File: config.mk
export PLATFORM = sky130hd
export DESIGN_NAME = uart_rx_cfg
export DESIGN_NICKNAME = d
export VERILOG_FILES = /design/src/rtl/uart_pkg.sv /design/src/rtl/uart_rx_sampler.sv /design/src/rtl/uart_rx_cfg.sv
export SDC_FILE = /design/constraint.sdc
export NUM_CORES = 1
export LEC_CHECK = 0
export CAP_MARGIN = 20
export CORE_MARGIN = 5
export CORE_UTILIZATION = 40
export DETAILED_ROUTE_END_ITERATION = 16
export SLEW_MARGIN = 20
export SYNTH_ARGS = -nofsm -noshare
export SYNTH_HDL_FRONTEND = slang
export SYNTH_SLANG_ARGS = --single-unit
File: constraint.sdc
create_clock -name clk -period 2.25 [get_ports clk]
set_input_delay 0.45 -clock clk [delete_from_list [all_inputs] [get_ports clk]]
set_output_delay 0.45 -clock clk [all_outputs]
set_load 0.02 [all_outputs]
File: src/rtl/uart_pkg.sv
// Shared definitions for the configurable UART receiver: parity modes, FSM state
// encoding and the clocks-per-bit helper.
package uart_pkg;

    localparam int unsigned PARITY_NONE = 0;
    localparam int unsigned PARITY_ODD  = 1;
    localparam int unsigned PARITY_EVEN = 2;

    typedef enum logic [2:0] {
        StIdle    = 3'd0,
        StStart   = 3'd1,
        StData    = 3'd2,
        StParity  = 3'd3,
        StStop    = 3'd4,
        StBrkWait = 3'd5
    } rx_state_e;

    function automatic int unsigned calc_cpb(input int unsigned clk_freq,
                                             input int unsigned baud_rate);
        return clk_freq / baud_rate;
    endfunction

endpackage

File: src/rtl/uart_rx_sampler.sv
// Two-flop synchroniser on the raw RX line plus a 3-sample majority voter.
// bit_val is valid in the cycle where cnt == mid + 1 (third sample is the live rxs).
module uart_rx_sampler #(
    parameter int unsigned CNT_W = 4
) (
    input  logic             clk,
    input  logic             rst,
    input  logic             rx_i,
    input  logic [CNT_W-1:0] cnt,
    input  logic [CNT_W-1:0] mid,
    output logic             rxs,
    output logic             bit_val
);

    logic sync1;
    logic samp_a;
    logic samp_b;

    always_ff @(posedge clk or posedge rst) begin
        if (rst) begin
            sync1  <= 1'b1;
            rxs    <= 1'b1;
            samp_a <= 1'b1;
            samp_b <= 1'b1;
        end else begin
            sync1 <= rx_i;
            rxs   <= sync1;
            if (cnt == mid - CNT_W'(1)) samp_a <= rxs;
            if (cnt == mid)             samp_b <= rxs;
        end
    end

    assign bit_val = (samp_a & samp_b) | (samp_a & rxs) | (samp_b & rxs);

endmodule

File: src/rtl/uart_rx_cfg.sv
// Configurable UART receiver: DATA_BITS 5..9, none/odd/even parity, 1 or 2 stop bits,
// with false-start rejection, parity/framing error flags and break detection.
module uart_rx_cfg
    import uart_pkg::*;
#(
    parameter int unsigned CLK_FREQ  = 50_000_000,
    parameter int unsigned BAUD_RATE = 115200,
    parameter int unsigned DATA_BITS = 8,
    parameter int unsigned PARITY    = PARITY_NONE,
    parameter int unsigned STOP_BITS = 1
) (
    input  logic                 clk,
    input  logic                 rst,
    input  logic                 rx_i,
    output logic [DATA_BITS-1:0] data_o,
    output logic                 data_valid_o,
    output logic                 parity_err_o,
    output logic                 frame_err_o,
    output logic                 break_o,
    output logic                 busy_o
);

    localparam int unsigned CPB   = calc_cpb(CLK_FREQ, BAUD_RATE);
    localparam int unsigned CNT_W = $clog2(CPB);
    localparam int unsigned IDX_W = $clog2(DATA_BITS + 1);

    localparam logic [CNT_W-1:0] MID      = CNT_W'(CPB / 2);
    localparam logic [CNT_W-1:0] MID_P1   = CNT_W'(CPB / 2 + 1);
    localparam logic [CNT_W-1:0] CNT_LAST = CNT_W'(CPB - 1);
    localparam logic [IDX_W-1:0] IDX_LAST = IDX_W'(DATA_BITS - 1);

    rx_state_e            state;
    logic [CNT_W-1:0]     cnt;
    logic [IDX_W-1:0]     idx;
    logic [DATA_BITS-1:0] shreg;
    logic                 stop_idx;
    logic                 par_bit;
    logic                 par_bad;
    logic                 stop_low;
    logic                 stop0_low;

    logic rxs;
    logic bit_val;
    logic at_vote;
    logic bit_end;
    logic exp_par;
    logic stop_last;
    logic first_stop_low;
    logic is_break;

    uart_rx_sampler #(
        .CNT_W (CNT_W)
    ) u_sampler (
        .clk     (clk),
        .rst     (rst),
        .rx_i    (rx_i),
        .cnt     (cnt),
        .mid     (MID),
        .rxs     (rxs),
        .bit_val (bit_val)
    );

    assign at_vote   = (cnt == MID_P1);
    assign bit_end   = (cnt == CNT_LAST);
    assign exp_par   = (PARITY == PARITY_ODD) ? ~(^shreg) : ^shreg;
    assign stop_last = (STOP_BITS == 1) ? 1'b1 : stop_idx;

    // With two stop bits the first one was voted earlier; otherwise it is the live vote.
    assign first_stop_low = stop_idx ? stop0_low : ~bit_val;
    assign is_break       = (shreg == '0) && !par_bit && first_stop_low;

    always_ff @(posedge clk or posedge rst) begin
        if (rst) begin
            state        <= StIdle;
            cnt          <= '0;
            idx          <= '0;
            shreg        <= '0;
            stop_idx     <= 1'b0;
            par_bit      <= 1'b0;
            par_bad      <= 1'b0;
            stop_low     <= 1'b0;
            stop0_low    <= 1'b0;
            data_o       <= '0;
            data_valid_o <= 1'b0;
            parity_err_o <= 1'b0;
            frame_err_o  <= 1'b0;
            break_o      <= 1'b0;
            busy_o       <= 1'b0;
        end else begin
            data_valid_o <= 1'b0;
            break_o      <= 1'b0;
            cnt          <= bit_end ? '0 : cnt + CNT_W'(1);

            unique case (state)
                StIdle: begin
                    cnt <= '0;
                    // The detection cycle counts as cnt = 0 of the start bit.
                    if (!rxs) begin
                        state  <= StStart;
                        cnt    <= CNT_W'(1);
                        busy_o <= 1'b1;
                    end
                end

                StStart: begin
                    if (at_vote && bit_val) begin
                        state  <= StIdle;
                        cnt    <= '0;
                        busy_o <= 1'b0;
                    end else if (bit_end) begin
                        state     <= StData;
                        idx       <= '0;
                        shreg     <= '0;
                        stop_idx  <= 1'b0;
                        par_bit   <= 1'b0;
                        par_bad   <= 1'b0;
                        stop_low  <= 1'b0;
                        stop0_low <= 1'b0;
                    end
                end

                StData: begin
                    if (at_vote) shreg <= {bit_val, shreg[DATA_BITS-1:1]};
                    if (bit_end) begin
                        idx <= idx + IDX_W'(1);
                        if (idx == IDX_LAST) begin
                            state <= (PARITY != PARITY_NONE) ? StParity : StStop;
                        end
                    end
                end

                StParity: begin
                    if (at_vote) begin
                        par_bit <= bit_val;
                        par_bad <= (bit_val != exp_par);
                    end
                    if (bit_end) state <= StStop;
                end

                StStop: begin
                    if (at_vote) begin
                        if (!stop_idx) stop0_low <= ~bit_val;
                        if (!bit_val)  stop_low  <= 1'b1;
                        if (stop_last) begin
                            data_o       <= shreg;
                            data_valid_o <= 1'b1;
                            parity_err_o <= par_bad;
                            frame_err_o  <= stop_low | ~bit_val;
                            if (is_break) begin
                                break_o <= 1'b1;
                                state   <= StBrkWait;
                            end else begin
                                // Leave early so a start edge late in the stop bit is caught.
                                state  <= StIdle;
                                cnt    <= '0;
                                busy_o <= 1'b0;
                            end
                        end
                    end else if (bit_end) begin
                        stop_idx <= 1'b1;
                    end
                end

                StBrkWait: begin
                    if (rxs) begin
                        state  <= StIdle;
                        cnt    <= '0;
                        busy_o <= 1'b0;
                    end
                end

                default: begin
                    state  <= StIdle;
                    cnt    <= '0;
                    busy_o <= 1'b0;
                end
            endcase
        end
    end

endmodule
==> flow_summary.ini, run 1 <==
[sta]
fmax_mhz = 484.2
worst_pin_slew_ns = 0.5642
finalHoldWorstSlack_ns = 0.3606
setup_slack_ns = 0.1848
fin_crit_sh = 0.9179
slew_viol_final = 0
min_period_ns = 2.065
fin_tns_setup_ns = 0
relSlewSlack = 0.6239
rsz0062_at_grt = no
setup_viol = 0
skew_ns = 0.004927
hold_violations = 0

[routing]
drtAntennaViolNets = 0
wl_um = 4256
via_per_inst = 5.063
vias = 1620
wire_per_inst_um = 13.30
first_pass_iters = 4
drtIter0Drc = 146
drc = 0

[min_path]
hp-class = flip-flop to flip-flop

[clock_network]
post_cts_buffers = 0
cts_tree = yes
clk_pin_slew_worst_paths_ns = 0.08
cts.sinks = 46
cts_hold_buf = 0
insertion_delay_ns = 0.29
cts_buffers = 5
h-tree-depth = 2
clockBufferDepth = 2
cts_resized = 0
clockRootBuffer = clkbuf_8

[placed_design]
globalplace.congestion = 0.7996
dpl.hpwl_um = 3083
io_buffer_count = 15
post-place-ws_ns = 0.1739

[grt]
antenna_found_initial = 0
grt_max_degree = 28
overflow = 0
grt_pass1_vias = 1597
grt_usage = 0.1270
grt_pass1_wl_um = 7555

[power]
power-per-cell-area_mw_per_mm2 = 514.7
p_leak_nw = 1.186
p_comb_frac = 0.018
p_seq_frac = 0.604
ir_drop_mv = 0.3132
p_int_mw = 1.085
p_sw_frac = 0.2115
switchingPower_uw = 291.0
p_clk_frac = 0.377

[logic_synthesis]
netlist_area_mm2 = 0.002333
synth_largest_area_cell = dfrtp_1
synth_warnings = 0
postSynthCellCount = 228
ys.flop_type = dfrtp_1
syn-num-nets = 240
synth-seq-cells = 46
async_flop_share = 1.000
syn_avg_cell_area_um2 = 10.23
synthTopCellsByArea = dfrtp_1, nand2_1, mux2_2
ys_types = 47
ys_seq_area_frac = 0.4954
synth_edf_count = 0
synth_top_area_share = 0.4504

[critical_path]
slowest_delay_ns = 0.61
crit_family = flip-flops
path_class = flip-flop to flip-flop
crit_required_ns = 2.42
path_buf_inv = 0
arrival_ns = 2.23
cp-end-kind = flip-flop
slowest_stage = dfstp_2
path_cells = maj3_2, a31oi_1, or3_1, o21ai_2, nor2_1
critical_path.max_fanout = 8
cp-start-kind = flip-flop

[run_status]
outcome = completed

[layout]
nets = 259
drive_above_1_share = 0.1532
areaGrowthSynthToFinish_pct = 14.58
final_common_cell = dfrtp_1
diodes = 0
final_cell_mix = dfrtp_1, nand2_1, nor2_1

[floorplan]
num_rows = 27
die_area_mm2 = 0.007462
die_h_um = 86.38
chipWidth_um = 86.38
start_util = 0.4186
core_mm2 = 0.005574
num_io_pins = 16

[job]
max_cap_viol_count = 0
logic make-up (layout without fill, tap and decap cells):
group	Yosys count	count (layout)	share of synthesized area
adder cells (fa/ha/maj)	10	10	0.05308
flip-flops	46	46	0.4954
AND/OR/NAND/NOR	86	86	0.1877
multiplexers	12	12	0.05737
AO/OA/AOI/OAI	39	39	0.1201
XOR/XNOR	11	11	0.04129
buffers and inverters	24	44	0.04504
area by class of cell:
type | instances | area (um2)
repair buffers | 21 | 207.7
clock buffers | 7 | 86.33
multi-input cells | 158 | 1072
clock inverters | 1 | 5.005
flip-flops and latches | 46 | 1156
inverters | 15 | 56.30
fillers | 531 | 2900
well taps | 72 | 90.09
Yosys cell counts, drive strengths merged (2+ instances only):
cell     count
nand2b       3
a31oi        4
a21oi        6
xnor2        8
and3         2
mux2        11
a32o         3
and2         2
a22o         3
nand2       34
ha           9
nor3         4
buf          5
nor2        20
nand3        6
nor3b        3
xor2         3
dfstp        4
or3          2
a2bb2oi      2
inv         15
clkbuf       4
o21ai       15
nor2b        2
dfrtp       42
state kept, by name, summed over array words and instances (netlist names), 3 cells and up:
name    count
state       3
shreg       8
cnt         9
data_o      8
idx         4
path summary, 6_finish.rpt:
path | slack (ns) | start | endpoint | cells after the start
worst max-delay path | 0.18 | u_sampler.rxs$_DFF_PP1_ | cnt[5]$_DFF_PP0_ | 5
worst min-delay path | 0.36 | u_sampler.sync1$_DFF_PP1_ | u_sampler.rxs$_DFF_PP1_ | 0
worst max register to register | 0.18 | u_sampler.rxs$_DFF_PP1_ | cnt[5]$_DFF_PP0_ | 5
worst min register to register | 0.36 | u_sampler.sync1$_DFF_PP1_ | u_sampler.rxs$_DFF_PP1_ | 0
max in group asynchronous | 1.29 | rst | state[2]$_DFFE_PP0P_ | 3
min in group asynchronous | 0.46 | rst | data_o[5]$_DFFE_PP0P_ | 2
through the flow:
stage          utilization  instances  total power, mW  area, um2
2_1_floorplan            -        228           0.8631       2333
3_3_place_gp        0.4633        312           0.8747       2582
3_5_place_dp        0.4633        312           0.8750       2582
4_1_cts             0.4797        320            1.394       2674
5_1_grt             0.4797        320            1.438       2674
6_report            0.4797        320            1.376       2674
per-layer routing:
layer  global-route usage  vias up  part of all wire
li1                     -      820                 -
met2               0.1905       22              0.44
met1               0.1808      772              0.51
met5                    0        -                 0
met4              0.03824        0             0.015
met3              0.03137        6             0.030
power groups by stage:
stage / Clock [mW] / Combinational, mW / Sequential (mW)
6_report: 0.520 / 0.0251 / 0.832
4_1_cts: 0.535 / 0.0271 / 0.832
3_3_place_gp: 0 / 0.0268 / 0.848
3_5_place_dp: 0 / 0.0270 / 0.848
5_1_grt: 0.576 / 0.0296 / 0.832
2_1_floorplan: 0 / 0.0170 / 0.846
Note: power is estimated with default switching activity, not from simulation.
==> run 2, diff against run 1 <==
--- a/config.mk
+++ b/config.mk
@@ -9,6 +9,7 @@
 export CORE_MARGIN = 5
 export CORE_UTILIZATION = 40
 export DETAILED_ROUTE_END_ITERATION = 16
+export SETUP_SLACK_MARGIN = 0.4
 export SLEW_MARGIN = 20
 export SYNTH_ARGS = -nofsm -noshare
 export SYNTH_HDL_FRONTEND = slang
==> flow_summary.ini, run 2 (synthesis results as in run 1) <==
[sta]
relSlewSlack = 0.6803
setup_slack_ns = 0.3889
slew_viol_final = 0
fmax_mhz = 537.3
skew_ns = 0.003544
finalHoldWorstSlack_ns = 0.3622
hold_violations = 0
fin_tns_setup_ns = 0
setup_viol = 0
rsz0062_at_grt = yes
fin_crit_sh = 0.8271
worst_pin_slew_ns = 0.4729
min_period_ns = 1.861

[grt]
overflow = 0
met1_usage = 0.1832
grt_pass1_vias = 1618
grt_usage = 0.1290
antenna_found_initial = 0
grtUsageMet2 = 0.1947
grt_max_degree = 28
busiest_layer = met2
grt_pass1_wl_um = 7693
use_met3 = 0.03137

[floorplan]
num_rows = 27
num_io_pins = 16
chipWidth_um = 86.38
core_mm2 = 0.005574
start_util = 0.4186
die_h_um = 86.38
die_area_mm2 = 0.007462

[run_status]
outcome = completed

[critical_path]
reg2reg_from = cnt[0]$_DFF_PP0_
r2r_slack_ns = 0.39
crit_required_ns = 2.43
cp-start-kind = flip-flop
path_class = flip-flop to flip-flop
critical_path.max_fanout = 8
arrival_ns = 2.04
crit_start = cnt[0]$_DFF_PP0_
cp-end-kind = flip-flop
rr_worst_depth = 7
endpoint = cnt[8]$_DFF_PP0_
reg2reg_to = cnt[8]$_DFF_PP0_

[routing]
via_per_inst = 5.003
drtAntennaViolNets = 0
vias = 1651
wl_um = 4428
drtIter0Drc = 121
wire_per_inst_um = 13.42
drc = 0
first_pass_iters = 4

[clock_network]
h-tree-depth = 2
cts.sinks = 46
insertion_delay_ns = 0.29
clockRootBuffer = clkbuf_8
clk_pin_slew_worst_paths_ns = 0.08
clockBufferDepth = 2
cts_hold_buf = 0
cts_tree = yes
cts_buffers = 5

[placed_design]
io_buffer_count = 15
dpl.hpwl_um = 3083
globalplace.congestion = 0.7996
post-place-ws_ns = 0.1739

[layout]
top_regs = cnt: 9 flops, data_o: 8 flops, shreg: 8 flops
nets = 269
final_cell_mix = dfrtp_1, nand2_1, nor2_1
areaGrowthSynthToFinish_pct = 20.70
drive_above_1_share = 0.2248
final_common_cell = dfrtp_1
top_register = cnt
diodes = 0
n_fill_cell = 509
largest_register_ffs = 9
final_util = 0.5053

[power]
ir_drop_mv = 0.3117
power-per-cell-area_mw_per_mm2 = 488.2
p_leak_nw = 1.257

[job]
max_cap_viol_count = 0

[min_path]
hp-start = u_sampler.sync1$_DFF_PP1_
hp-class = flip-flop to flip-flop
hold_depth = 0
==> run 2: worst min-delay path by stage <==
stage / end / slack (ns)
2_1_floorplan: u_sampler.rxs$_DFF_PP1_ / 0.35
3_3_place_gp: u_sampler.rxs$_DFF_PP1_ / 0.35
3_5_place_dp: u_sampler.rxs$_DFF_PP1_ / 0.35
4_1_cts: u_sampler.rxs$_DFF_PP1_ / 0.36
5_1_grt: u_sampler.rxs$_DFF_PP1_ / 0.37
6_report: u_sampler.rxs$_DFF_PP1_ / 0.36
==> run 2: report_power, final <==
group	switching, mW	total, mW	leakage [nW]	internal, mW
Sequential	0.000831	0.830	0.603	0.829
Clock	0.269	0.517	0.0482	0.248
Combinational	0.0190	0.0278	0.605	0.00880
==> run 2: layer usage <==
layer | wire (um) | share of wire
met1 | 2232 | 0.50
met5 | 0 | 0
met3 | 116 | 0.026
met2 | 2018 | 0.46
met4 | 61 | 0.014
==> run 2: worst max-delay path, stage by stage (launching register included) <==
cell	delay [ns]
dfrtp_1	0.40
inv_2	0.07
ha_1	0.13
and4b_1	0.27
a31oi_2	0.14
or3_4	0.38
o21ai_4	0.27
nor2_1	0.09
==> run 2: through the flow <==
| stage | cells | area, um2 | power, mW |
|---|---|---|---|
| 6_report | 330 | 2816 | 1.375 |
| 3_3_place_gp | 312 | 2582 | 0.8747 |
| 2_1_floorplan | 228 | 2333 | 0.8631 |
| 3_5_place_dp | 312 | 2582 | 0.8750 |
| 5_1_grt | 330 | 2816 | 1.440 |
| 4_1_cts | 323 | 2718 | 1.395 |
==> run 2: cell type report <==
cell class / count / area, um2 / area share
clock inverters: 1 / 5.005 / 0.001777
well taps: 72 / 90.09 / 0.03199
flip-flops and latches: 46 / 1157 / 0.4109
repair buffers: 31 / 299.0 / 0.1062
inverters: 15 / 56.30 / 0.01999
clock buffers: 7 / 86.33 / 0.03065
multi-input cells: 158 / 1122 / 0.3985
==> run 2: timing repair <==
item / 4_1_cts / 5_1_grt
endpoints found under the setup margin: 22 / 29
buffers inserted: 3 / 7
pin swaps: 4 / 8
gates cloned: 0 / 0
resized for setup: 4 / 9
